[src/rtl/sd_frame_seq_if.sv]
// Action/flow-control link between the frame sequencer and sd_if.
// Op bits and image index are registered by sd_if on if_begin.
interface sd_frame_seq_if;
  logic       init;
  logic       read_cmd;
  logic       stream_512B;
  logic       end_of_frame;
  logic [3:0] img_id;
  logic       if_begin;
  logic       if_busy;

  modport master (
    output init, read_cmd, stream_512B,
    output end_of_frame, img_id, if_begin,
    input  if_busy
  );

  modport slave (
    input  init, read_cmd, stream_512B,
    input  end_of_frame, img_id, if_begin,
    output if_busy
  );
endinterface

[src/rtl/sd_frame_seq.sv]
// Card init and whole-frame fetch sequencer in front of sd_if.
// Each op runs SETUP, GO, ACK, RUN; a frame is {read, stream} per block.
module sd_frame_seq #(
  parameter int          FRAME_BLKS = 300,
  parameter int          ACK_TMO    = 16,
  parameter logic [23:0] RUN_TMO    = 24'hFFFFFF
) (
  input  logic       clk,
  input  logic       rst_n,
  input  logic       init_req,
  input  logic       frame_req,
  input  logic [3:0] img_sel,
  input  logic       abort,
  output logic       ctl_busy,
  output logic       init_ok,
  output logic       init_done,
  output logic       frame_done,
  output logic       aborted,
  output logic       err,
  output logic [8:0] blk_cnt,
  sd_frame_seq_if.master sd
);

  localparam int         AW   = $clog2(ACK_TMO + 1);
  localparam logic [8:0] LAST = 9'(FRAME_BLKS - 1);

  typedef enum logic [2:0] {
    IDLE, SETUP, GO, ACK, RUN, DONE, ERR
  } state_t;

  state_t        state, nxt;
  logic [2:0]    op;
  logic          eof;
  logic          abort_pend;
  logic [3:0]    img;
  logic [AW-1:0] ack_cnt;
  logic [23:0]   run_cnt;
  logic          start_init;
  logic          start_frame;
  logic          ack_tmo;
  logic          run_tmo;

  assign start_init  = state == IDLE && init_req;
  assign start_frame = state == IDLE && !init_req
                    && frame_req && init_ok && !err;
  assign ack_tmo = ack_cnt == AW'(ACK_TMO - 1);
  assign run_tmo = RUN_TMO != 24'd0
                && run_cnt == RUN_TMO - 24'd1;

  always_ff @(posedge clk or negedge rst_n) begin
    if (!rst_n) state <= IDLE;
    else        state <= nxt;
  end

  always_comb begin
    nxt = state;
    unique case (state)
      IDLE:  if (start_init || start_frame) nxt = SETUP;
      SETUP: nxt = GO;
      GO:    nxt = ACK;
      ACK: begin
        if (sd.if_busy)   nxt = RUN;
        else if (ack_tmo) nxt = ERR;
      end
      RUN: begin
        if (!sd.if_busy) begin
          if (op[0])             nxt = IDLE;
          else if (op[2] && eof) nxt = DONE;
          else                   nxt = SETUP;
        end else if (run_tmo) begin
          nxt = ERR;
        end
      end
      DONE:    nxt = IDLE;
      ERR:     nxt = IDLE;
      default: nxt = IDLE;
    endcase
  end

  always_comb begin
    ctl_busy    = state != IDLE;
    sd.if_begin = state == GO;
    frame_done  = state == DONE;
    aborted     = state == DONE && abort_pend;
  end

  // op = {stream, read, init}; nonzero only while an op is in flight
  always_ff @(posedge clk or negedge rst_n) begin
    if (!rst_n) begin
      op         <= 3'b000;
      eof        <= 1'b0;
      abort_pend <= 1'b0;
      img        <= 4'd0;
      blk_cnt    <= 9'd0;
      init_ok    <= 1'b0;
      init_done  <= 1'b0;
      err        <= 1'b0;
      ack_cnt    <= '0;
      run_cnt    <= 24'd0;
    end else begin
      init_done <= 1'b0;
      ack_cnt   <= state == ACK ? ack_cnt + 1'b1 : '0;
      run_cnt   <= state == RUN ? run_cnt + 24'd1 : 24'd0;
      if (abort && |op[2:1]) abort_pend <= 1'b1;
      unique case (state)
        IDLE: begin
          if (start_init) begin
            op      <= 3'b001;
            err     <= 1'b0;
            init_ok <= 1'b0;
          end else if (start_frame) begin
            op         <= 3'b010;
            img        <= img_sel;
            blk_cnt    <= 9'd0;
            abort_pend <= 1'b0;
            eof        <= LAST == 9'd0;
          end
        end
        ACK: begin
          if (!sd.if_busy && ack_tmo) begin
            op  <= 3'b000;
            eof <= 1'b0;
            err <= 1'b1;
          end
        end
        RUN: begin
          if (!sd.if_busy) begin
            if (op[0]) begin
              op        <= 3'b000;
              init_ok   <= 1'b1;
              init_done <= 1'b1;
            end else if (op[1]) begin
              op <= 3'b100;
            end else if (eof) begin
              op  <= 3'b000;
              eof <= 1'b0;
            end else begin
              // a late abort still marks the very next block as final
              op      <= 3'b010;
              blk_cnt <= blk_cnt + 9'd1;
              eof     <= blk_cnt + 9'd1 == LAST
                      || abort_pend || abort;
            end
          end else if (run_tmo) begin
            op  <= 3'b000;
            eof <= 1'b0;
            err <= 1'b1;
          end
        end
        default: ;
      endcase
    end
  end

  assign sd.init         = op[0];
  assign sd.read_cmd     = op[1];
  assign sd.stream_512B  = op[2];
  assign sd.end_of_frame = eof;
  assign sd.img_id       = img;

endmodule

[src/flat_wrapper.sv]
// flat-port wrapper written by rule: the top's interface ports become plain ports
module sd_frame_seq_flat 
#(
  parameter int          FRAME_BLKS = 300,
  parameter int          ACK_TMO    = 16,
  parameter logic [23:0] RUN_TMO    = 24'hFFFFFF
)
  (clk, rst_n, init_req, frame_req, img_sel, abort, ctl_busy, init_ok, init_done, frame_done, aborted, err, blk_cnt, sd_init, sd_read_cmd, sd_stream_512B, sd_end_of_frame, sd_img_id, sd_if_begin, sd_if_busy);
  sd_frame_seq_if sd_i ();
  input  logic clk;
  input  logic rst_n;
  input  logic init_req;
  input  logic frame_req;
  input  logic [3:0] img_sel;
  input  logic abort;
  output logic ctl_busy;
  output logic init_ok;
  output logic init_done;
  output logic frame_done;
  output logic aborted;
  output logic err;
  output logic [8:0] blk_cnt;
  output wire logic [$bits(sd_i.init)-1:0] sd_init;
  output wire logic [$bits(sd_i.read_cmd)-1:0] sd_read_cmd;
  output wire logic [$bits(sd_i.stream_512B)-1:0] sd_stream_512B;
  output wire logic [$bits(sd_i.end_of_frame)-1:0] sd_end_of_frame;
  output wire logic [$bits(sd_i.img_id)-1:0] sd_img_id;
  output wire logic [$bits(sd_i.if_begin)-1:0] sd_if_begin;
  input wire logic [$bits(sd_i.if_busy)-1:0] sd_if_busy;
  assign sd_init = sd_i.init;
  assign sd_read_cmd = sd_i.read_cmd;
  assign sd_stream_512B = sd_i.stream_512B;
  assign sd_end_of_frame = sd_i.end_of_frame;
  assign sd_img_id = sd_i.img_id;
  assign sd_if_begin = sd_i.if_begin;
  assign sd_i.if_busy = sd_if_busy;
  sd_frame_seq #(.FRAME_BLKS(FRAME_BLKS), .ACK_TMO(ACK_TMO), .RUN_TMO(RUN_TMO)) u_core (.clk(clk), .rst_n(rst_n), .init_req(init_req), .frame_req(frame_req), .img_sel(img_sel), .abort(abort), .ctl_busy(ctl_busy), .init_ok(init_ok), .init_done(init_done), .frame_done(frame_done), .aborted(aborted), .err(err), .blk_cnt(blk_cnt), .sd(sd_i));
endmodule
[config.mk]
export PLATFORM = sky130hd
export DESIGN_NAME = sd_frame_seq_flat
export DESIGN_NICKNAME = d
export VERILOG_FILES = /design/src/rtl/sd_frame_seq_if.sv /design/src/rtl/sd_frame_seq.sv /design/src/flat_wrapper.sv
export SDC_FILE = /design/constraint.sdc
export NUM_CORES = 1
export LEC_CHECK = 0
export ABC_AREA = 0
export CORE_ASPECT_RATIO = 2
export CORE_MARGIN = 2
export CORE_UTILIZATION = 40
export DETAILED_ROUTE_END_ITERATION = 8
export PLACE_DENSITY_LB_ADDON = 0.2
export SETUP_SLACK_MARGIN = 0.4
export SLEW_MARGIN = 20
export SYNTH_ARGS = -nofsm -noshare
export SYNTH_HDL_FRONTEND = slang
export SYNTH_SLANG_ARGS = --single-unit
[constraint.sdc]
create_clock -name clk -period 2.1 [get_ports clk]
set_clock_uncertainty 0.2 [all_clocks]
set_input_delay 0.525 -clock clk [delete_from_list [all_inputs] [get_ports clk]]
set_output_delay 0.525 -clock clk [all_outputs]
set_load 0.05 [all_outputs]
==> impl_metrics.json, run 1 <==
{
  "grt_pass1_vias": 2598,
  "routedWlPerCell_um": 16.5,
  "synth_top_family_by_area": "simple AND/OR/NAND/NOR gates",
  "rsz0062_at_grt": "yes",
  "synthDistinctLibCells": 52,
  "nets": 402,
  "hp-class": "primary input to asynchronous set/reset pin",
  "ys_ff_latch": 53,
  "drv_cap": 0,
  "antenna_found_initial": 0,
  "grt_max_degree": 54,
  "cp-startpoint": "u_core.ack_cnt[1]$_DFF_PN0_",
  "synth.largest_area_cell": "dfrtp_1",
  "power.total_mw": 4.38,
  "synth_compound_area_share_pct": 11.7,
  "synth_nets": 302,
  "hold_violations": 0,
  "cts_buffers": 5,
  "critPathLaunchType": "flip-flop",
  "remaining_drc_errors": 0,
  "hold_buffers": 0,
  "ys_seq_area_share_pct": 48.0,
  "synth_xor_area_share_pct": 6.97,
  "synth_flop_cell": "dfrtp_1",
  "clock_latency_ns": 0.30,
  "setup_viol": 0,
  "worst_pin_slew_ns": 0.425,
  "yosysTopAreaCellShare_pct": 48.0,
  "synth_edf_count": 0,
  "r2r-start": "u_core.ack_cnt[1]$_DFF_PN0_",
  "initial_core_util_pct": 41.4,
  "ir_worst_vdd_mv": 0.591,
  "area_delta_synth_final_pct": 56.2,
  "worstSetupEndpoint": "u_core.sd.end_of_frame$_DFFE_PN0P_",
  "powerDensity_mw_per_mm2": 1010,
  "root_buffer": "clkbuf_16",
  "ff2ff_path_depth": 8,
  "critical_path_required_ns": 2.08,
  "die_y_um": 122,
  "finalSetupTns_ns": 0,
  "core_mm2": 0.00667,
  "dp_hpwl_um": 4970,
  "syn_area_mm2": 0.00276,
  "avgViaCountPerCell": 5.29,
  "syn_avg_cell_area_um2": 9.66,
  "n_antenna_cell": 0,
  "wirelength_um": 7820,
  "critical_path.max_fanout": 3,
  "end_kind": "flip-flop",
  "async_flop_share_pct": 100,
  "relSlewSlack_pct": 71.7,
  "slew_viol_final": 0,
  "synth_fa_ha_area_share_pct": 2.72,
  "clock_sinks": 53,
  "finish.utilization_pct": 64.7,
  "dr.pass1.iters": 4,
  "gp_congestion": 0.787,
  "synthMuxAreaShare_pct": 1.99,
  "synthCells": 286,
  "overflow": 0,
  "ys_warn_count": 0,
  "period_share_pct": 96.9,
  "arrival_ns": 2.01,
  "io-pin-count": 34,
  "drtIter0Drc": 81,
  "dieArea_mm2": 0.00763,
  "port-buffer-count": 33,
  "p_leak_nw": 1.90,
  "cts_max_level": 2,
  "max_freq_mhz": 492,
  "synthTopCellsByArea": "dfrtp_1 (48%), nor2_1 (5.4%), xor2_1 (5.1%), o21ai_0 (3.3%), nand2_1 (3.3%)",
  "grt_first_pass_wirelength_um": 12300,
  "layout_min_cycle_time_ns": 2.03,
  "row_count": 42,
  "crit_type": "flip-flop to flip-flop",
  "clk_path_buf_depth": 2,
  "track_usage_pct": 21.0,
  "fp.dieW_um": 62.8,
  "cts_tree": "built",
  "status": "completed",
  "path_clk_slew_ns": 0.07,
  "vias": 2513,
  "yosys.area_share.simple_pct": 25.7,
  "postRouteAntennaNets": 0,
  "reg2reg_slack_ns": 0.07,
  "drive_gt1_share_pct": 48.3,
  "regToRegEndpoint": "u_core.sd.end_of_frame$_DFFE_PN0P_"
}
repair_timing:
action,4_1_cts,5_1_grt
pin swaps,23,25
gates resized for setup,60,44
setup endpoints to repair,61,51
setup buffers,38,11
cell usage in the layout, fill, tap and decap left out, drive strengths merged, types with 7 or more instances in the layout:
master,instances
nand2,25
dfrtp,53
nand3,18
o21ai,20
nand4,7
inv,7
nor2,40
buf,97
xor2,16
nor3,7
flip-flops by register name, indices dropped and copies added (netlist names):
register / cells
u_core.abort_pend: 1
u_core.err: 1
u_core.ack_cnt: 5
u_core.sd.img_id: 4
u_core.init_ok: 1
u_core.run_cnt: 24
u_core.state: 3
u_core.blk_cnt: 9
u_core.sd.end_of_frame: 1
u_core.op: 3
u_core.init_done: 1
synthesized netlist by cell type, types with 5 or more instances:
library cell	instances
dfrtp_1	53
nor2_1	40
nand2_1	24
o21ai_0	18
nand3_1	16
xor2_1	16
buf_2	8
inv_1	7
nand4_1	7
a21oi_1	6
and3_1	6
ha_1	6
xnor2_1	6
nor3_1	5
o21a_1	5
o31ai_1	5
report_power, final:
part	internal, mW	total (mW)	switching, mW	leakage [nW]
clock	0.596	0.984	0.388	0.0831
combinational	0.961	2.07	1.11	1.12
sequential	1.17	1.33	0.160	0.698
cells by family (layout without fill, tap and decap cells):
| group | Yosys count | in the layout |
|---|---|---|
| adder cells (fa/ha/maj) | 6 | 6 |
| buffers and inverters | 19 | 120 |
| flip-flops | 53 | 53 |
| XOR/XNOR | 22 | 22 |
| AO/OA/AOI/OAI | 50 | 50 |
| multiplexers | 5 | 5 |
| AND/OR/NAND/NOR | 131 | 131 |
routing by layer:
layer	up-vias	global-route usage (%)	wire [µm]
met1	1240	19.2	2580
met2	54	43.3	4770
met5	-	0	0
met3	17	2.95	193
li1	1202	-	-
met4	0	10.7	276
layout make-up:
cell class              count  area [µm²]
repair buffers            105         987
well taps                  88         110
multi-input cells         214        1670
inverters                   7        26.3
clock inverters             2        37.5
fillers                   540        2360
flip-flops and latches     53        1350
clock buffers               6         139
worst max-delay path: stages, from the launching register on:
cell      delay [ns]
dfrtp_1         0.36
ha_2            0.18
and3_4          0.19
ha_4            0.13
nand4b_1        0.18
o22ai_2         0.25
a31oi_1         0.13
a211oi_1        0.19
o31ai_1         0.10
how the worst min path moves through the flow:
stage                                      from  cells after the start                          end
global route                              rst_n                      2   u_core.init_done$_DFF_PN0_
CTS                                       rst_n                      2   u_core.init_done$_DFF_PN0_
finish                                    rst_n                      2     u_core.op[1]$_DFFE_PN0P_
global placement    u_core.ack_cnt[0]$_DFF_PN0_                      1  u_core.ack_cnt[0]$_DFF_PN0_
floorplan                                 rst_n                      0  u_core.abort_pend$_DFF_PN0_
detailed placement  u_core.ack_cnt[0]$_DFF_PN0_                      1  u_core.ack_cnt[0]$_DFF_PN0_
through the flow:
| stage | instance area (µm²) | instances | setup slack [ns] | hold slack (ns) |
|---|---|---|---|---|
| global route | 4320 | 475 | 0.0244 | 0.0215 |
| finish | 4320 | 475 | 0.0660 | 0.00208 |
| global placement | 3410 | 418 | -0.200 | 0.245 |
| detailed placement | 3410 | 418 | -0.285 | 0.267 |
| CTS | 4060 | 464 | 0.0720 | 0.0234 |
| floorplan | 2830 | 286 | 0.159 | 0.0294 |
No activity file was read; power rests on OpenSTA's default activity.
==> run 2, diff against run 1 <==
Settings changed: CORE_UTILIZATION 40 to 55, RECOVER_POWER set to 100, TNS_END_PERCENT set to 30.
==> run 2 against run 1 <==
Compared with the run above:
- non-clock buffer count fell by 25
- cell area fell by 16%
- sequential share of layout area rose by 5.6 points
- combinational power fell by 22%
- sequential power rose by 3%
- sequential cell count did not move
- core utilization rose by 9.9 points
- hold slack improved by 0.31 ns
- global-route usage rose by 7.3 points
- setup slack got worse by 0.019 ns
- clock power fell by 41%
- via count barely moved
- critical path type is now flip-flop to primary output
- critical endpoint is now sd_if_begin
- largest power group unchanged
==> impl_metrics.json, run 2 (same netlist as run 1, synthesis figures left out) <==
{
  "slowest_stage": "dfrtp_2",
  "worst_pin_slew_ns": 0.731,
  "layout.cells.non_filler": 419,
  "p_leak_nw": 1.55,
  "finalSetupTns_ns": 0,
  "worst-path-buf-inv": 2,
  "place_area_mm2": 0.00331,
  "relSlewSlack_pct": 51.2,
  "initial_core_util_pct": 56.8,
  "track_usage_pct": 28.4,
  "dr.pass1.iters": 4,
  "hold_violations": 0,
  "root_buffer": "clkbuf_8",
  "path_delay_family": "flip-flops",
  "dieArea_mm2": 0.00564,
  "routedWlPerCell_um": 17.9,
  "clock_latency_ns": 0.32,
  "max_freq_mhz": 487,
  "clk_path_buf_depth": 2,
  "critPathLaunchType": "flip-flop",
  "gp_congestion": 0.884,
  "vias": 2511,
  "antenna_found_initial": 0,
  "final_common_cell": "dfrtp_1",
  "cts_tree": "built",
  "area_delta_synth_final_pct": 31.4,
  "overflow": 0,
  "core_mm2": 0.00486,
  "cts_max_level": 2,
  "clock_sinks": 53,
  "port-buffer-count": 33,
  "top_register": "u_core.run_cnt",
  "rsz0062_at_grt": "yes",
  "grt_max_degree": 54,
  "slew_viol_final": 0,
  "power.total_mw": 3.56,
  "drive_gt1_share_pct": 31.2,
  "crit_type": "flip-flop to primary output",
  "critical_path.max_fanout": 5,
  "reg2reg_slack_ns": 0.05,
  "die_y_um": 104,
  "status": "completed",
  "postRouteAntennaNets": 0,
  "n_antenna_cell": 0,
  "mostFrequentLayoutCells": "dfrtp_1 (46), nor2_1 (39), buf_4 (37)",
  "cts_buffers": 5,
  "setup_viol": 0,
  "wirelength_um": 7510,
  "remaining_drc_errors": 0,
  "place_inst": 385,
  "grt_first_pass_wirelength_um": 11800,
  "layout_min_cycle_time_ns": 2.05,
  "io-pin-count": 34,
  "end_kind": "primary output",
  "final_area_mm2": 0.00363,
  "arrival_ns": 1.33,
  "critical_path_required_ns": 1.37,
  "largestRegisters": "u_core.run_cnt (24), u_core.blk_cnt (9), u_core.ack_cnt (5)",
  "drtIter0Drc": 75,
  "powerDensity_mw_per_mm2": 981,
  "finish.utilization_pct": 74.6,
  "drv_cap": 0,
  "grt_pass1_vias": 2551,
  "path_clk_slew_ns": 0.09,
  "largest_reg_flops": 24,
  "dp_hpwl_um": 4750,
  "fp.dieW_um": 54.1,
  "crit_path_max_incr_delay_ns": 0.49,
  "avgViaCountPerCell": 5.99,
  "ir_worst_vdd_mv": 0.880,
  "worstPathCellList": "buf_6 > nor3b_4 > buf_12",
  "nets": 377,
  "hp-class": "flip-flop to flip-flop",
  "row_count": 36,
  "period_share_pct": 97.8
}
run 2: timing repair:
item / CTS / global route
resized for setup: 45 / 25
setup endpoints to repair: 54 / 57
pin swaps: 14 / 16
endpoints found under the hold margin: 21 / 0
setup buffers: 18 / 7
gates cloned: 0 / 0
hold buffers: 1 / 0
run 2: path summary, 6_finish.rpt:
path                                                 start                            endpoint  cells past startpoint
max                            u_core.state[2]$_DFFE_PN0P_                         sd_if_begin                      3
min                        u_core.sd.img_id[3]$_DFFE_PN0P_     u_core.sd.img_id[3]$_DFFE_PN0P_                      1
max in group asynchronous                            rst_n       u_core.blk_cnt[8]$_DFFE_PN0P_                      3
min in group asynchronous                            rst_n              u_core.err$_DFFE_PN0P_                      3
min reg2reg                u_core.sd.img_id[3]$_DFFE_PN0P_     u_core.sd.img_id[3]$_DFFE_PN0P_                      1
max reg2reg                    u_core.state[1]$_DFFE_PN0P_  u_core.sd.end_of_frame$_DFFE_PN0P_                      7
run 2: where the power goes:
part           switching (mW)  total (mW)  leakage (nW)  internal, mW
Sequential              0.205        1.37         0.713          1.16
Combinational           0.950        1.61         0.800         0.664
Clock                   0.345       0.580        0.0422         0.235
Total                    1.50        3.56          1.55          2.06
run 2: layout make-up:
type                            count  area [µm²]
Multi-Input combinational cell    214        1500
Timing Repair Buffer               80         622
Sequential cell                    53        1340
Fill cell                         365        1230
Clock buffer                        7        76.3
Tap cell                           57        71.3
Inverter                            7        26.3
Clock inverter                      1        5.00
run 2: metrics by stage:
step	setup slack, ns	hold slack, ns
2_1_floorplan	0.159	0.0294
3_3_place_gp	-0.172	0.250
3_5_place_dp	-0.278	0.261
4_1_cts	0.0773	0.320
5_1_grt	-0.0474	0.342
6_report	0.0468	0.314
run 2: per-layer routing:
layer,GRT usage (%),wire length (µm)
met5,0,0
met4,18.0,415
met3,6.03,219
met2,48.5,4240
met1,28.8,2640
==> run 3, diff against run 2 <==
Settings changed: SLEW_MARGIN 20 to unset.
==> results of run 3 <==
Final layout, timing and power as in run 2 (identical DEF).
